<file path="config.mk">
export PLATFORM = sky130hd
export DESIGN_NAME = shifter_iter
export DESIGN_NICKNAME = d
export VERILOG_FILES = /design/src/rtl/shifter_iter.sv
export SDC_FILE = /design/constraint.sdc
export NUM_CORES = 1
export LEC_CHECK = 0
export CORE_MARGIN = 4
export CORE_UTILIZATION = 49
export CTS_CLUSTER_DIAMETER = 120
export DETAILED_ROUTE_END_ITERATION = 12
export PLACE_DENSITY = 0.77
export RECOVER_POWER = 25
export SYNTH_ARGS = -nofsm -noshare
export SYNTH_HDL_FRONTEND = slang
export SYNTH_SLANG_ARGS = --single-unit
</file>
<file path="constraint.sdc">
create_clock -name clk -period 1.7 [get_ports clk]
set_input_delay 0.17 -clock clk [delete_from_list [all_inputs] [get_ports clk]]
set_output_delay 0.17 -clock clk [all_outputs]
set_load 0.01 [all_outputs]
</file>
<file path="src/rtl/shifter_iter.sv">
// Multi-cycle shift/rotate unit: one barrel stage (1, 2, 4, 8) applied per clock
// to a registered working value, with a start/busy/done handshake.

module mux2_1 (
  input  logic a,
  input  logic b,
  input  logic sel,
  output logic y
);
  assign y = sel ? b : a;
endmodule

// One fixed-distance stage. Wrapped bits feed the fill positions for rotates;
// shifts substitute zero there.
module shift_stage #(
  parameter int N = 1
) (
  input  logic [15:0] d,
  input  logic        right,
  input  logic        shift,
  output logic [15:0] q
);
  genvar i;
  for (i = 0; i < 16; i++) begin : g_bit
    logic left_bit;
    logic right_bit;

    if (i >= N) begin : g_left
      assign left_bit = d[i-N];
    end else begin : g_left_fill
      mux2_1 u_fill (.a(d[i-N+16]), .b(1'b0), .sel(shift), .y(left_bit));
    end

    if (i + N < 16) begin : g_right
      assign right_bit = d[i+N];
    end else begin : g_right_fill
      mux2_1 u_fill (.a(d[i+N-16]), .b(1'b0), .sel(shift), .y(right_bit));
    end

    mux2_1 u_dir (.a(left_bit), .b(right_bit), .sel(right), .y(q[i]));
  end
endmodule

module shifter_iter (
  input  logic        clk,
  input  logic        rst,
  input  logic        Start,
  input  logic [15:0] In,
  input  logic [3:0]  Cnt,
  input  logic [1:0]  Op,
  output logic [15:0] Out,
  output logic        Busy,
  output logic        Done
);
  typedef enum logic [2:0] {IDLE, ST1, ST2, ST4, ST8, DONE} state_t;

  state_t      state;
  state_t      state_nxt;
  logic [15:0] work;
  logic [3:0]  cnt_r;
  logic [1:0]  op_r;
  logic [15:0] s1, s2, s4, s8;
  logic        accept;

  // Op[1] selects direction, Op[0] selects logical shift over rotate.
  shift_stage #(.N(1)) u_s1 (.d(work), .right(op_r[1]), .shift(op_r[0]), .q(s1));
  shift_stage #(.N(2)) u_s2 (.d(work), .right(op_r[1]), .shift(op_r[0]), .q(s2));
  shift_stage #(.N(4)) u_s4 (.d(work), .right(op_r[1]), .shift(op_r[0]), .q(s4));
  shift_stage #(.N(8)) u_s8 (.d(work), .right(op_r[1]), .shift(op_r[0]), .q(s8));

  assign accept = Start && ((state == IDLE) || (state == DONE));

  always_comb begin
    state_nxt = state;
    case (state)
      IDLE:    state_nxt = Start ? ST1 : IDLE;
      ST1:     state_nxt = ST2;
      ST2:     state_nxt = ST4;
      ST4:     state_nxt = ST8;
      ST8:     state_nxt = DONE;
      DONE:    state_nxt = Start ? ST1 : IDLE;
      default: state_nxt = IDLE;
    endcase
  end

  always_ff @(posedge clk or posedge rst) begin
    if (rst) state <= IDLE;
    else     state <= state_nxt;
  end

  // Operands are captured on accept; each busy state then folds in one stage.
  always_ff @(posedge clk or posedge rst) begin
    if (rst) begin
      work  <= 16'h0000;
      cnt_r <= 4'h0;
      op_r  <= 2'b00;
      Out   <= 16'h0000;
    end else if (accept) begin
      work  <= In;
      cnt_r <= Cnt;
      op_r  <= Op;
    end else begin
      case (state)
        ST1:     work <= cnt_r[0] ? s1 : work;
        ST2:     work <= cnt_r[1] ? s2 : work;
        ST4:     work <= cnt_r[2] ? s4 : work;
        ST8:     Out  <= cnt_r[3] ? s8 : work;
        default: ;
      endcase
    end
  end

  assign Busy = (state == ST1) || (state == ST2) || (state == ST4) || (state == ST8);
  assign Done = (state == DONE);
endmodule

</file>
==> impl_metrics.yaml, run 1 <==
final_layout:
  layout.core_utilization_pct: 68.3
  layout_commonest_cell: "sky130_fd_sc_hd__buf_4"
  area.sequential_sq_mm: 0.00103
  post_route_cells_drive_above_1_share_pct: 21.8
  multi_input_area_sq_mm: 0.00154
  synth_to_final_area_change_pct: 31.4
  antenna_cells_inserted: 0
  fin_cells: 442
  fillerInstances: 442
  final_cell_mix: "42 x sky130_fd_sc_hd__buf_4, 39 x sky130_fd_sc_hd__dfrtp_1, 39 x sky130_fd_sc_hd__clkdlybuf4s50_1"
  layout.nets: 396
clock_tree:
  clkSinkCount: 41
  tritoncts: "built"
  ctsRootBufferMaster: "sky130_fd_sc_hd__clkbuf_8"
  clock_insertion_delay_worst_skew_ns: 0.30
  cts_hold_buffers: 0
  cts-root-to-sink-buffers: 2
  cts.reportedPaths.clkPinSlew_ns: 0.08
  htree_num_levels: 2
  tritoncts.num_buffers: 5
critical_path:
  worstReg2RegEnd: "work[13]$_DFFE_PP0P_"
  timing.critical_path.from_type: "register"
  crit_path_end_kind: "register"
  r2r_cells: 4
  worstPathMaxFanout: 10
  r2r-start: "state[0]$_DFF_PP0_"
  crit_arrival_ns: 1.89
  worst_setup_path_endpoint: "work[13]$_DFFE_PP0P_"
  path_class: "reg2reg"
  worstPathRequired_ns: 1.89
  worst_setup_path_startpoint: "state[0]$_DFF_PP0_"
  reg2reg_setup_slack_ns: 0.003
power_and_ir_drop:
  pwr_cell_area_mw_per_mm2: 2280
  pwr-share-comb_pct: 62.8
  internal-power_w: 0.00469
  p_clk_share_pct: 10.3
  leak_pwr_nw: 1.51
  swShare_pct: 42.9
  vdd_drop_max_mv: 1.24
  net-switching-power_w: 0.00353
  sequentialPowerShare_pct: 26.9
synth:
  async_reset_ff_share_pct: 100
  most_used_flip_flop_cell_after_synthesis: "sky130_fd_sc_hd__dfrtp_1"
  synth.avg_cell_area_sq_um: 8.90
  proportion_of_synthesized_chip_area_in_sequential_cells_pct: 37.4
  netlist_area_sq_mm: 0.00274
  synth.lib_cells_used.distinct: 45
  postSynthRegisterBits: 41
  synth.net_count: 333
  synth-edff-count: 0
  synthesis.instances: 308
  yosysWarnings: 0
route:
  totalWireLength_mm: 8.09
  vias: 2617
  route.detailed.wl_per_inst_um: 18.3
  drt_first_pass_iters: 7
  route.detailed.vias_per_inst: 5.92
  postRouteAntennaNets: 0
  drc_marker_count_from_the_first_detailed_route_iteration: 229
  drc: 0
sta:
  timing.final.max_slew_violations: 0
  setup-tns-final_ns: 0
  hold-worst-slack_ns: 0.398
  finalWorstPathRequiredPeriod_ns: 1.70
  worstMarginPinSlew_ns: 1.04
  share_of_the_clock_period_used_by_the_worst_path_after_layout_pct: 99.8
  clock.fmax_mhz: 589
  timing.slew.headroom_pct: 30.8
  timing.final.setup_violations: 0
  skew_ns: 0.00699
  rsz0062_at_grt: "yes"
  hold_violations: 0
floorplan:
  die-height_um: 82.8
  placement_rows: 26
  die_width_um: 82.8
  dieArea_sq_mm: 0.00685
  top_level_ports: 43
  initial_core_util_pct: 52.0
  coreArea_sq_mm: 0.00527
global_route:
  grt_first_pass_wirelength_mm: 12.7
  number_of_antenna_violations_at_the_first_check_in_global_routing: 0
  groute.usage.overall_pct: 24.8
  grt_start_max_net_pins: 42
  grt_overflow_total: 0
  via_count_of_the_first_global_routing_pass: 2529
flow_run:
  drv.max_cap_violation_count: 0
place:
  dp_cells: 424
  io_buffer_count: 42
  routabilityCongestion: 0.915
  dp.final_hpwl_mm: 5.39
worst_hold_path:
  worstHoldPathType: "in2reg"
outcome:
  status: "finished clean"
-- metrics by stage --
| step | worst slack [ns] | power, W | cell area (sq um) |
|---|---|---|---|
| after detailed placement | -0.0475 | 0.00701 | 3380 |
| after floorplan | 0.0773 | 0.00527 | 2740 |
| after global routing | -0.0286 | 0.00881 | 3600 |
| after global placement | 0.0123 | 0.00691 | 3380 |
| final | 0.00271 | 0.00822 | 3600 |
| after CTS | 0.00192 | 0.00794 | 3530 |
-- power groups by stage --
stage / combinational, W / clock [W] / sequential, W
after floorplan: 0.00337 / 0 / 0.00190
after global placement: 0.00475 / 0 / 0.00216
after detailed placement: 0.00485 / 0 / 0.00217
after CTS: 0.00493 / 0.000861 / 0.00216
after global routing: 0.00567 / 0.000906 / 0.00223
final: 0.00516 / 0.000845 / 0.00221
-- sequential cells by signal, summed over array words and instances (netlist names) --
signal  count
Out        16
cnt_r       4
op_r        2
state       3
work       16
-- layer usage --
metal,vias to the layer above,part of all wire (%),global-route usage (%)
li1,1239,-,-
met1,1242,44,34.0
met2,115,47,40.1
met3,21,7.3,4.54
met4,0,2.1,7.35
met5,-,0,0
-- worst min-delay path by stage --
stage / cells after the start / start / to / slack, ns
after floorplan: 2 / Cnt[0] / cnt_r[0]$_DFFE_PP0P_ / 0.28
after global placement: 2 / cnt_r[2]$_DFFE_PP0P_ / cnt_r[2]$_DFFE_PP0P_ / 0.47
after detailed placement: 2 / cnt_r[2]$_DFFE_PP0P_ / cnt_r[2]$_DFFE_PP0P_ / 0.46
after CTS: 3 / rst / Out[6]$_DFFE_PP0P_ / 0.32
after global routing: 3 / Cnt[3] / cnt_r[3]$_DFFE_PP0P_ / 0.42
final: 3 / Cnt[0] / cnt_r[0]$_DFFE_PP0P_ / 0.40
-- logic make-up (layout without fill, tap and decap cells) --
logic type / Yosys count / count (layout) / synth area share [%]
xor+xnor: 3 / 3 / 0.959
mux: 18 / 18 / 10.6
flops: 41 / 41 / 37.4
compound gates: 97 / 97 / 23.4
buf+inv: 38 / 102 / 7.72
simple gates: 111 / 111 / 19.9
-- area by class of cell --
| cell class | count | share of cell area [%] |
|---|---|---|
| inverter | 5 | 0.521 |
| timing repair buffer | 89 | 22.5 |
| tap | 70 | 2.43 |
| clock buffer | 6 | 2.29 |
| multi-input combinational | 229 | 42.6 |
| clock inverter | 2 | 1.04 |
| sequential | 41 | 28.6 |
-- synth_stat cells, drive strengths merged (2+ instances only) --
library cell | count | share of area [%]
o22a | 3 | 0.96
o311ai | 2 | 0.64
a221o | 3 | 1.1
o221a | 3 | 1.2
a311oi | 2 | 0.64
nor2 | 29 | 4.0
and2 | 3 | 0.69
and3 | 2 | 0.46
o211ai | 2 | 0.55
mux2 | 5 | 2.2
a211oi | 9 | 2.5
a21boi | 2 | 0.55
mux4 | 8 | 6.6
nor2b | 24 | 5.5
a211o | 5 | 1.6
clkbuf | 13 | 1.8
a31oi | 4 | 0.91
a21oi | 37 | 6.8
a221oi | 5 | 1.6
nand2b | 3 | 0.69
xnor2 | 2 | 0.64
dfrtp | 41 | 37
nand3 | 9 | 1.6
a2bb2oi | 2 | 0.64
nor3 | 9 | 1.8
buf | 20 | 5.2
o21ai | 14 | 2.6
nand2 | 28 | 3.8
mux2i | 5 | 1.8
inv | 5 | 0.69
-- worst max-delay path: stages, from the launching register on --
cell                      delay, ns
sky130_fd_sc_hd__dfrtp_1       0.42
sky130_fd_sc_hd__buf_12        0.15
sky130_fd_sc_hd__mux2_4        0.29
sky130_fd_sc_hd__mux4_2        0.46
sky130_fd_sc_hd__a211o_1       0.26
-- timing repair --
item,4_1_cts,5_1_grt
resized for setup,3,7
pin swaps,1,0
endpoints found under the setup margin,12,15
cloned,0,0
hold endpoints to repair,0,0
setup buffers,4,6
Power figures use the tool's default switching activity.
==> run 2: changes to the inputs <==
--- a/config.mk
+++ b/config.mk
@@ -5,12 +5,14 @@
 export SDC_FILE = /design/constraint.sdc
 export NUM_CORES = 1
 export LEC_CHECK = 0
+export CAP_MARGIN = 20
 export CORE_MARGIN = 4
 export CORE_UTILIZATION = 49
 export CTS_CLUSTER_DIAMETER = 120
 export DETAILED_ROUTE_END_ITERATION = 12
 export PLACE_DENSITY = 0.77
 export RECOVER_POWER = 25
+export SETUP_SLACK_MARGIN = 0.1
 export SYNTH_ARGS = -nofsm -noshare
 export SYNTH_HDL_FRONTEND = slang
 export SYNTH_SLANG_ARGS = --single-unit
==> impl_metrics.yaml, run 2 (synthesis gave the netlist of run 1 again) <==
critical_path:
  worstPathMaxFanout: 8
  timing.critical_path.from_type: "register"
  path_class: "reg2reg"
  worstReg2RegEnd: "work[13]$_DFFE_PP0P_"
  r2r-start: "state[0]$_DFF_PP0_"
  reg2reg_setup_slack_ns: 0.03
  crit_arrival_ns: 1.85
  worstPathRequired_ns: 1.88
  crit_path_end_kind: "register"
  r2r_cells: 4
floorplan:
  die-height_um: 82.8
  initial_core_util_pct: 52.0
  dieArea_sq_mm: 0.00685
  coreArea_sq_mm: 0.00527
  die_width_um: 82.8
  top_level_ports: 43
  placement_rows: 26
global_route:
  grt_first_pass_wirelength_mm: 12.3
  grt_start_max_net_pins: 42
  grt_overflow_total: 0
  groute.usage.overall_pct: 23.9
  via_count_of_the_first_global_routing_pass: 2380
  number_of_antenna_violations_at_the_first_check_in_global_routing: 0
flow_run:
  drv.max_cap_violation_count: 0
clock_tree:
  cts_hold_buffers: 0
  tritoncts: "built"
  cts-root-to-sink-buffers: 2
  clock_insertion_delay_worst_skew_ns: 0.29
  tritoncts.num_buffers: 5
  clkSinkCount: 41
  ctsRootBufferMaster: "sky130_fd_sc_hd__clkbuf_8"
  cts.reportedPaths.clkPinSlew_ns: 0.08
  htree_num_levels: 2
power_and_ir_drop:
  pwr_cell_area_mw_per_mm2: 2290
  vdd_drop_max_mv: 1.11
  power.total_w: 0.00827
  leak_pwr_nw: 1.49
final_layout:
  synth_to_final_area_change_pct: 31.6
  post_route_cells_drive_above_1_share_pct: 22.9
  postLayoutCellArea_sq_mm: 0.00361
  layout_commonest_cell: "sky130_fd_sc_hd__dfrtp_1"
  largestRegisters: "Out (16), work (16), cnt_r (4)"
  layout.core_utilization_pct: 68.4
  antenna_cells_inserted: 0
  final_cell_mix: "40 x sky130_fd_sc_hd__dfrtp_1, 39 x sky130_fd_sc_hd__clkdlybuf4s50_1, 36 x sky130_fd_sc_hd__a21oi_1"
  layout.nets: 387
worst_hold_path:
  hold_path_startpoint: "Cnt[0]"
  worst_hold_path.endpoint: "cnt_r[0]$_DFFE_PP0P_"
  worstHoldPathType: "in2reg"
  min_delay_path_depth: 3
outcome:
  status: "finished clean"
sta:
  rsz0062_at_grt: "yes"
  worstMarginPinSlew_ns: 1.03
  hold_violations: 0
  share_of_the_clock_period_used_by_the_worst_path_after_layout_pct: 98.0
  finalWorstPathRequiredPeriod_ns: 1.67
  timing.slew.headroom_pct: 31.5
  skew_ns: 0.00868
  timing.final.max_slew_violations: 0
  hold-worst-slack_ns: 0.400
  timing.final.setup_violations: 0
  setup-tns-final_ns: 0
  clock.fmax_mhz: 600
place:
  dp.final_hpwl_mm: 5.34
  placedInstanceArea_sq_mm: 0.00337
  routabilityCongestion: 0.970
  io_buffer_count: 42
route:
  drt_first_pass_iters: 4
  drc_marker_count_from_the_first_detailed_route_iteration: 312
  postRouteAntennaNets: 0
  totalWireLength_mm: 7.97
  route.detailed.vias_per_inst: 5.91
  vias: 2557
  drc: 0
  route.detailed.wl_per_inst_um: 18.4
==> run 2: cell type report <==
| class | instances | area, sq um |
|---|---|---|
| inverter | 5 | 18.8 |
| sequential | 41 | 1030 |
| clock inverter | 1 | 30.0 |
| clock buffer | 7 | 86.3 |
| timing repair buffer | 80 | 756 |
| multi-input combinational | 229 | 1600 |
| tap | 70 | 87.6 |
| fill | 420 | 1660 |
==> run 2: worst max path at each step <==
stage                             from                   end  slack, ns  depth (start not counted)
CTS                 state[0]$_DFF_PP0_   work[3]$_DFFE_PP0P_       0.03                          6
global placement    state[1]$_DFF_PP0_  work[13]$_DFFE_PP0P_       0.06                          5
finish              state[0]$_DFF_PP0_  work[13]$_DFFE_PP0P_       0.03                          4
detailed placement  state[0]$_DFF_PP0_  work[13]$_DFFE_PP0P_       0.03                          4
global route        state[0]$_DFF_PP0_   work[3]$_DFFE_PP0P_      0.003                          6
floorplan           state[1]$_DFF_PP0_  work[13]$_DFFE_PP0P_       0.10                          6
==> run 2: metrics by stage <==
step / cells / setup slack (ns)
global route: 433 / 0.00316
global placement: 421 / 0.0625
floorplan: 308 / 0.104
CTS: 430 / 0.0289
detailed placement: 421 / 0.0338
finish: 433 / 0.0344
==> run 2: timing repair <==
item	in CTS	in global routing
pin swaps	1	3
buffers inserted	1	2
setup endpoints to repair	12	17
gates resized for setup	6	26
gates cloned	0	1
==> run 2: power by group <==
group,switching (W),internal [W]
clock network,0.000345,0.000479
logic,0.00251,0.00274
registers,0.000719,0.00148
==> run 2: metal layers <==
metal	wire (um)	vias to the layer above	GRT usage [%]	part of all wire, %
met5	0	-	0	0
met4	99	0	7.52	1.2
met3	633	10	3.46	7.9
met2	3860	104	38.0	48
met1	3370	1225	33.7	42
li1	-	1218	-	-
==> run 2: critical path: stages (launching register included) <==
cell                      delay, ns
sky130_fd_sc_hd__dfrtp_1       0.41
sky130_fd_sc_hd__buf_6         0.15
sky130_fd_sc_hd__mux2_4        0.28
sky130_fd_sc_hd__mux4_2        0.45
sky130_fd_sc_hd__a211o_1       0.26
